File: src/rtl/if_inst_queue.sv
// Fetch-to-decode instruction queue: a FIFO of tagged instructions with a registered head.
// Optional macro INST_QUEUE_BYPASS_EN sends a push into an empty, ready queue straight to decode in the same cycle.
module if_inst_queue #(
    parameter int DEPTH = 4,
    parameter int XLEN  = 64
) (
    input  logic                     clk_i,
    input  logic                     rst_i,
    input  logic                     flush_i,
    input  logic                     fetch_valid_i,
    input  logic [XLEN-1:0]          fetch_pc_i,
    input  logic [31:0]              fetch_inst_i,
    input  logic                     fetch_ex_valid_i,
    input  logic [XLEN-1:0]          fetch_ex_cause_i,
    output logic                     fetch_ready_o,
    output logic                     dec_valid_o,
    output logic [XLEN-1:0]          dec_pc_o,
    output logic [31:0]              dec_inst_o,
    output logic                     dec_ex_valid_o,
    output logic [XLEN-1:0]          dec_ex_cause_o,
    input  logic                     dec_ready_i,
    output logic [$clog2(DEPTH):0]   count_o
);

    localparam int PW = $clog2(DEPTH);
    localparam int CW = PW + 1;
    localparam logic [CW-1:0]   FULL_COUNT    = CW'(DEPTH);
    localparam logic [XLEN-1:0] CAUSE_NONE    = XLEN'(8'hFF);
    localparam logic [XLEN-1:0] CAUSE_MISALGN = XLEN'(8'h00);
    localparam logic [XLEN-1:0] CAUSE_ILLEGAL = XLEN'(8'h02);

    logic [XLEN-1:0] pcMem_q    [DEPTH];
    logic [31:0]     instMem_q  [DEPTH];
    logic            exvMem_q   [DEPTH];
    logic [XLEN-1:0] causeMem_q [DEPTH];

    logic [PW-1:0]   rdPtr_q, rdPtr_d, wrPtr_q, wrPtr_d;
    logic [CW-1:0]   count_q, count_d;
    logic [XLEN-1:0] headPc_q, headPc_d, headCause_q, headCause_d;
    logic [31:0]     headInst_q, headInst_d;
    logic            headExv_q, headExv_d;

    logic            opLegal, inExv;
    logic [XLEN-1:0] inCause;
    logic            empty, pushAcc, popStored, store, bypass;
    logic [PW-1:0]   rdNext;

    // Exception tag computed once at push time; highest-priority source wins.
    always_comb begin
        opLegal = 1'b0;
        case (fetch_inst_i[6:0])
            7'h03, 7'h0F, 7'h13, 7'h17, 7'h1B, 7'h23, 7'h2F,
            7'h33, 7'h37, 7'h3B, 7'h63, 7'h67, 7'h6F, 7'h73: opLegal = 1'b1;
            default: opLegal = 1'b0;
        endcase
        inExv   = 1'b1;
        inCause = CAUSE_NONE;
        if (fetch_ex_valid_i) begin
            inCause = fetch_ex_cause_i;
        end else if (fetch_pc_i[1:0] != 2'b00) begin
            inCause = CAUSE_MISALGN;
        end else if (!opLegal) begin
            inCause = CAUSE_ILLEGAL;
        end else begin
            inExv = 1'b0;
        end
    end

    assign empty         = (count_q == '0);
    assign fetch_ready_o = (count_q != FULL_COUNT) && !flush_i;
    assign pushAcc       = fetch_valid_i && fetch_ready_o;
    assign popStored     = !empty && !flush_i && dec_ready_i;
`ifdef INST_QUEUE_BYPASS_EN
    assign bypass = empty && fetch_valid_i && dec_ready_i && !flush_i;
`else
    assign bypass = 1'b0;
`endif
    assign store  = pushAcc && !bypass;
    assign rdNext = rdPtr_q + PW'(1);

    // The head register always mirrors the entry at the read pointer, and simply
    // keeps its old contents whenever the queue drains or is flushed.
    always_comb begin
        rdPtr_d     = rdPtr_q;
        wrPtr_d     = wrPtr_q;
        count_d     = count_q;
        headPc_d    = headPc_q;
        headInst_d  = headInst_q;
        headExv_d   = headExv_q;
        headCause_d = headCause_q;
        if (flush_i) begin
            rdPtr_d = '0;
            wrPtr_d = '0;
            count_d = '0;
        end else begin
            if (store)     wrPtr_d = wrPtr_q + PW'(1);
            if (popStored) rdPtr_d = rdNext;
            count_d = count_q + CW'(store) - CW'(popStored);
            if (bypass || (store && (empty || (popStored && count_q == CW'(1))))) begin
                headPc_d    = fetch_pc_i;
                headInst_d  = fetch_inst_i;
                headExv_d   = inExv;
                headCause_d = inCause;
            end else if (popStored && count_q >= CW'(2)) begin
                headPc_d    = pcMem_q[rdNext];
                headInst_d  = instMem_q[rdNext];
                headExv_d   = exvMem_q[rdNext];
                headCause_d = causeMem_q[rdNext];
            end
        end
    end

    always_ff @(posedge clk_i or posedge rst_i) begin
        if (rst_i) begin
            rdPtr_q     <= '0;
            wrPtr_q     <= '0;
            count_q     <= '0;
            headPc_q    <= '0;
            headInst_q  <= '0;
            headExv_q   <= 1'b0;
            headCause_q <= CAUSE_NONE;
        end else begin
            rdPtr_q     <= rdPtr_d;
            wrPtr_q     <= wrPtr_d;
            count_q     <= count_d;
            headPc_q    <= headPc_d;
            headInst_q  <= headInst_d;
            headExv_q   <= headExv_d;
            headCause_q <= headCause_d;
        end
    end

    always_ff @(posedge clk_i) begin
        if (store && !flush_i) begin
            pcMem_q[wrPtr_q]    <= fetch_pc_i;
            instMem_q[wrPtr_q]  <= fetch_inst_i;
            exvMem_q[wrPtr_q]   <= inExv;
            causeMem_q[wrPtr_q] <= inCause;
        end
    end

    assign count_o     = count_q;
    assign dec_valid_o = (!empty && !flush_i) || bypass;
`ifdef INST_QUEUE_BYPASS_EN
    assign dec_pc_o       = bypass ? fetch_pc_i   : headPc_q;
    assign dec_inst_o     = bypass ? fetch_inst_i : headInst_q;
    assign dec_ex_valid_o = bypass ? inExv        : headExv_q;
    assign dec_ex_cause_o = bypass ? inCause      : headCause_q;
`else
    assign dec_pc_o       = headPc_q;
    assign dec_inst_o     = headInst_q;
    assign dec_ex_valid_o = headExv_q;
    assign dec_ex_cause_o = headCause_q;
`endif

endmodule

File: config.mk
export PLATFORM = sky130hd
export DESIGN_NAME = if_inst_queue
export DESIGN_NICKNAME = d
export VERILOG_FILES = /design/src/rtl/if_inst_queue.sv
export SDC_FILE = /design/constraint.sdc
export NUM_CORES = 1
export LEC_CHECK = 0
export ABC_AREA = 1
export BUFFER_PORTS_ARGS = -buffer_cell sky130_fd_sc_hd__buf_2
export CAP_MARGIN = 25
export CORE_ASPECT_RATIO = 1.25
export CORE_UTILIZATION = 30
export CTS_CLUSTER_DIAMETER = 100
export CTS_CLUSTER_SIZE = 40
export DETAILED_ROUTE_END_ITERATION = 8
export SYNTH_ARGS = -nofsm -noshare
export SYNTH_HDL_FRONTEND = slang
export SYNTH_SLANG_ARGS = --single-unit
File: constraint.sdc
create_clock -name clk_i -period 11.9 [get_ports clk_i]
set_input_delay 1.785 -clock clk_i [delete_from_list [all_inputs] [get_ports clk_i]]
set_output_delay 1.785 -clock clk_i [all_outputs]
set_load 0.01 [all_outputs]
==> metrics list <==
* Number of cells traversed by the worst register-to-register path: 12
* Number of clock buffers inserted by TritonCTS: 29
- The detailed router placed 21300 vias in this run.
- The worst path uses 40.0% of the clock period.
- Antenna Violating Nets Remaining: 0
- Layout fillers: roughly 11000
- Counting every net in the synthesized netlist gives roughly 3000.
- The worst register-to-register path ends at dec_ex_cause_o[53].
- Type of origin of the critical path: input pin
- The first routing iteration left roughly 1400 violations.
- The clock passes through at most 3 buffers.
- The post-route netlist has a little over an eighth of its cells at a drive strength greater than 1.
- In the routed layout, each cell is associated on average with a via count of around 4.6.
* Required time of the critical path: between 10 and 15 ns
* Critical hold path startpoint: dec_ex_cause_o[0]
- Reported max-cap violation count: 0
- The number of hold buffers added after CTS was 0.
- Die Area: about 110000 µm²
- Sort of element at the end of the critical path: register
* DP HPWL: 47900 µm
- In this design, the stage delay of the slowest critical-path cell is 0.77 ns.
* Placeable core region: 107000 µm²
- The critical path contains buffers and inverters numbering 6 combined.
- Minimum setup slack among reg-to-reg paths: 7.68 ns
- Global routing consumed, on the met2 layer, between 20 and 30% of the routing resources.
- Global routing consumed, on the met3 layer, around 1.7% of the routing resources.
- In this run the static leakage power is 0.0154 µW.
* Gate count after technology mapping: 2898
* Path class of the lowest-slack min-delay path: register to register
* Start-to-end type of the worst setup path: input pin to register
- Min-Delay Path Depth: 2
* Peak supply drop: 0.000134 V
- For this run, the post-layout net count is roughly 3300.
* Post-route minimum period: around 4.8 ns
- Crit path max-delay family: buffers and inverters
* Maximum number of pins on one net before global-route repair: 118
* Master of the slowest instance on the critical path: buf_4
* Achievable clock frequency: around 210 MHz
- Setup repair after global routing missed its margin: false
* Number of sinks handled by clock tree synthesis: a little over 800
* Via count of the first global-routing pass: 20500
* Average cell area after synthesis: 11.2 µm²
- Die outline height: about 370 µm
* Post-cts gate resize count: 0
* Yosys Warn Count: 0
- For this run the aggregate overflow at the end of global routing stands at 0.
* Count of standard-cell rows: around 130
- Post-synth top area cell: edfxtp_1
* Top cells by area in the synthesized netlist: edfxtp_1 (60%), dfrtp_1 (12%), nand2_1 (12%)
- Final worst clock skew: 0.0581 ns
* Count of endpoints failing hold in the final timing report: 0
* Post-Route WL: around 85000 µm
* Clk slew on worst S/H paths: 0.14 ns
* Crit Reg-Reg Startpoint: count_o[0]
- The number of different library cells used by synthesis comes to 26.
- The number of setup buffers added after CTS is 0.
- At the end of the flow the core is filled with cells to between 30% and 40%.
* Post-synthesis instance area: between 30000 and 40000 µm²
* Most heavily used metal layer in global routing: met2
- Clock insertion delay at the later pin of the skew report: 0.68 ns
- Outcome: complete, no violations
- In this run the worst path has a maximum fanout of 63.
- The path with the worst hold slack has its endpoint at dec_ex_cause_o[0].
* DR WL/cell: 18.6 µm
- Traced cell by cell, the critical path runs through buf_2 > inv_2 > nand3_2 > nand2_1 > nand2_8 > o21ai_4 > buf_4 > inv_6 > buf_4 > buf_4 > nand2_1 > nand2_1.
* Number of levels the H-tree was split into: 1
* Proportion of netlist area held by the largest area contributor: around three fifths
- The worst pin sits at a relative slew slack of roughly a third.
- Before antenna repair, the detailed router went through 8 iterations.
- In the final layout, the multi-input gates occupy about 7600 µm².
* Worst-margin pin slew: ~0.97 ns
- Met1 Usage GRT: 21.2%
- Number of port buffers: around 330
- Arrival time of the worst setup path: 5.37 ns
- Flops & latches, synth: 812
- Global placement routability congestion: approximately 0.74
* CTS Root Buffer Type: clkbuf_16
* Flip-flop and latch area: approximately 24000 µm²
- Initial core utilization: a little under a third
- Antenna violations before repair: 15
- On the final layout, the worst hold slack is about 0.48 ns.
- The count of pins over their slew limit is 0.
- Total setup violations reported at the end of the flow: 0
* Aggregate global-route resource usage: between 10% and 20%
- Dividing total power by cell area gives a power density of 195 nW/µm².
* P&R area growth vs syn: 12.8%
* Remaining routing DRC violations: 0
* Die X-Extent: about 300 µm
- Clock tree from TritonCTS: built
- Sum of negative setup slack: 0 ns
- Post-synthesis sequential area ratio: between 70% and 80%
- Number of top-level design ports: 332
- The first global-routing pass estimated approximately 130000 µm of wire.
[worst max path at each step]
stage | start | to | slack, ns | cells past startpoint
floorplan | flush_i | causeMem_q[0][0] | 2.20 | 3
global placement | flush_i | dec_pc_o[63] | 6.34 | 12
detailed placement | flush_i | dec_ex_cause_o[62] | 6.32 | 12
CTS | flush_i | dec_ex_cause_o[53] | 7.04 | 12
global route | flush_i | dec_pc_o[0] | 6.81 | 12
finish | flush_i | dec_ex_cause_o[53] | 7.15 | 12
[report_power, final]
part	total (µW)	switching (µW)	internal, µW
sequential	3740	249	3490
clock	1430	923	504
combinational	1980	1340	637
total	7140	2510	4630
[cells by family (layout without fill, tap and decap cells)]
logic type / count (synthesis) / in the layout / synth area share [%]
fa+ha+maj: 8 / 8 / 0.332
simple gates: 1416 / 1416 / 17.7
flops: 812 / 812 / 72.6
compound gates: 322 / 322 / 5.00
other cells: 0 / 4 / 0
buf+inv: 340 / 596 / 4.31
[metal layers]
layer / wire (µm) / vias to the layer above
met5: 99 / -
met4: 1430 / 14
met3: 4050 / 82
met2: 40600 / 523
met1: 39000 / 10400
li1: - / 10200
[per-stage QoR]
step                std cells  instance area (µm²)  power [µW]  worst slack (ns)
CTS                      4582                36600        7250              7.04
global route             4583                36600        7600              6.81
global placement         4529                35500        5800              6.34
finish                   4586                36600        7140              7.15
detailed placement       4529                35500        5820              6.32
floorplan                2898                32400        4990              2.20
[Yosys cell counts]
cell,instances
nand2_1,1066
edfxtp_1,644
nand3_1,335
o21ai_0,253
inv_1,175
dfrtp_1,160
clkbuf_1,85
buf_2,63
o21ai_1,61
buf_4,11
nor2_1,9
dfstp_2,8
ha_1,7
a21oi_1,5
buf_1,2
clkinv_1,2
inv_2,2
nand4_1,2
a21oi_2,1
and2_1,1
fa_1,1
nand2_2,1
nand3_2,1
nor2_2,1
o21ai_2,1
o32ai_1,1
[final cells by class]
cell class / count / area share, %
well taps: 1428 / 4.88
inverters: 179 / 1.87
flip-flops and latches: 812 / 64.4
clock buffers: 38 / 2.10
multi-input cells: 1746 / 20.7
clock inverters: 15 / 0.712
diodes: 4 / 0.0274
repair buffers: 364 / 5.31
[flip-flops by register name, summed over array words and instances, names as in the netlist]
register	count
count_o	3
wrPtr_q	2
instMem_q	128
dec_inst_o	32
dec_ex_valid_o	1
dec_pc_o	64
rdPtr_q	2
dec_ex_cause_o	64
pcMem_q	256
causeMem_q	256
exvMem_q	4
[worst min-delay path: stages, from the launching register on]
cell	delay (ns)
dfstp_2	0.40
nand2_1	0.05
nand2_1	0.05
[cell usage in the layout, fill, tap and decap left out, drive strengths merged]
| cell type | instances |
|---|---|
| o21ai | 315 |
| nand3 | 336 |
| diode | 4 |
| edfxtp | 644 |
| and2 | 1 |
| o32ai | 1 |
| clkinv | 13 |
| dfrtp | 160 |
| inv | 181 |
| buf | 364 |
| fa | 1 |
| a21oi | 6 |
| nor2 | 10 |
| nand2 | 1067 |
| ha | 7 |
| dfstp | 8 |
| clkbuf | 38 |
| nand4 | 2 |
Note: power is estimated with default switching activity, not from simulation.
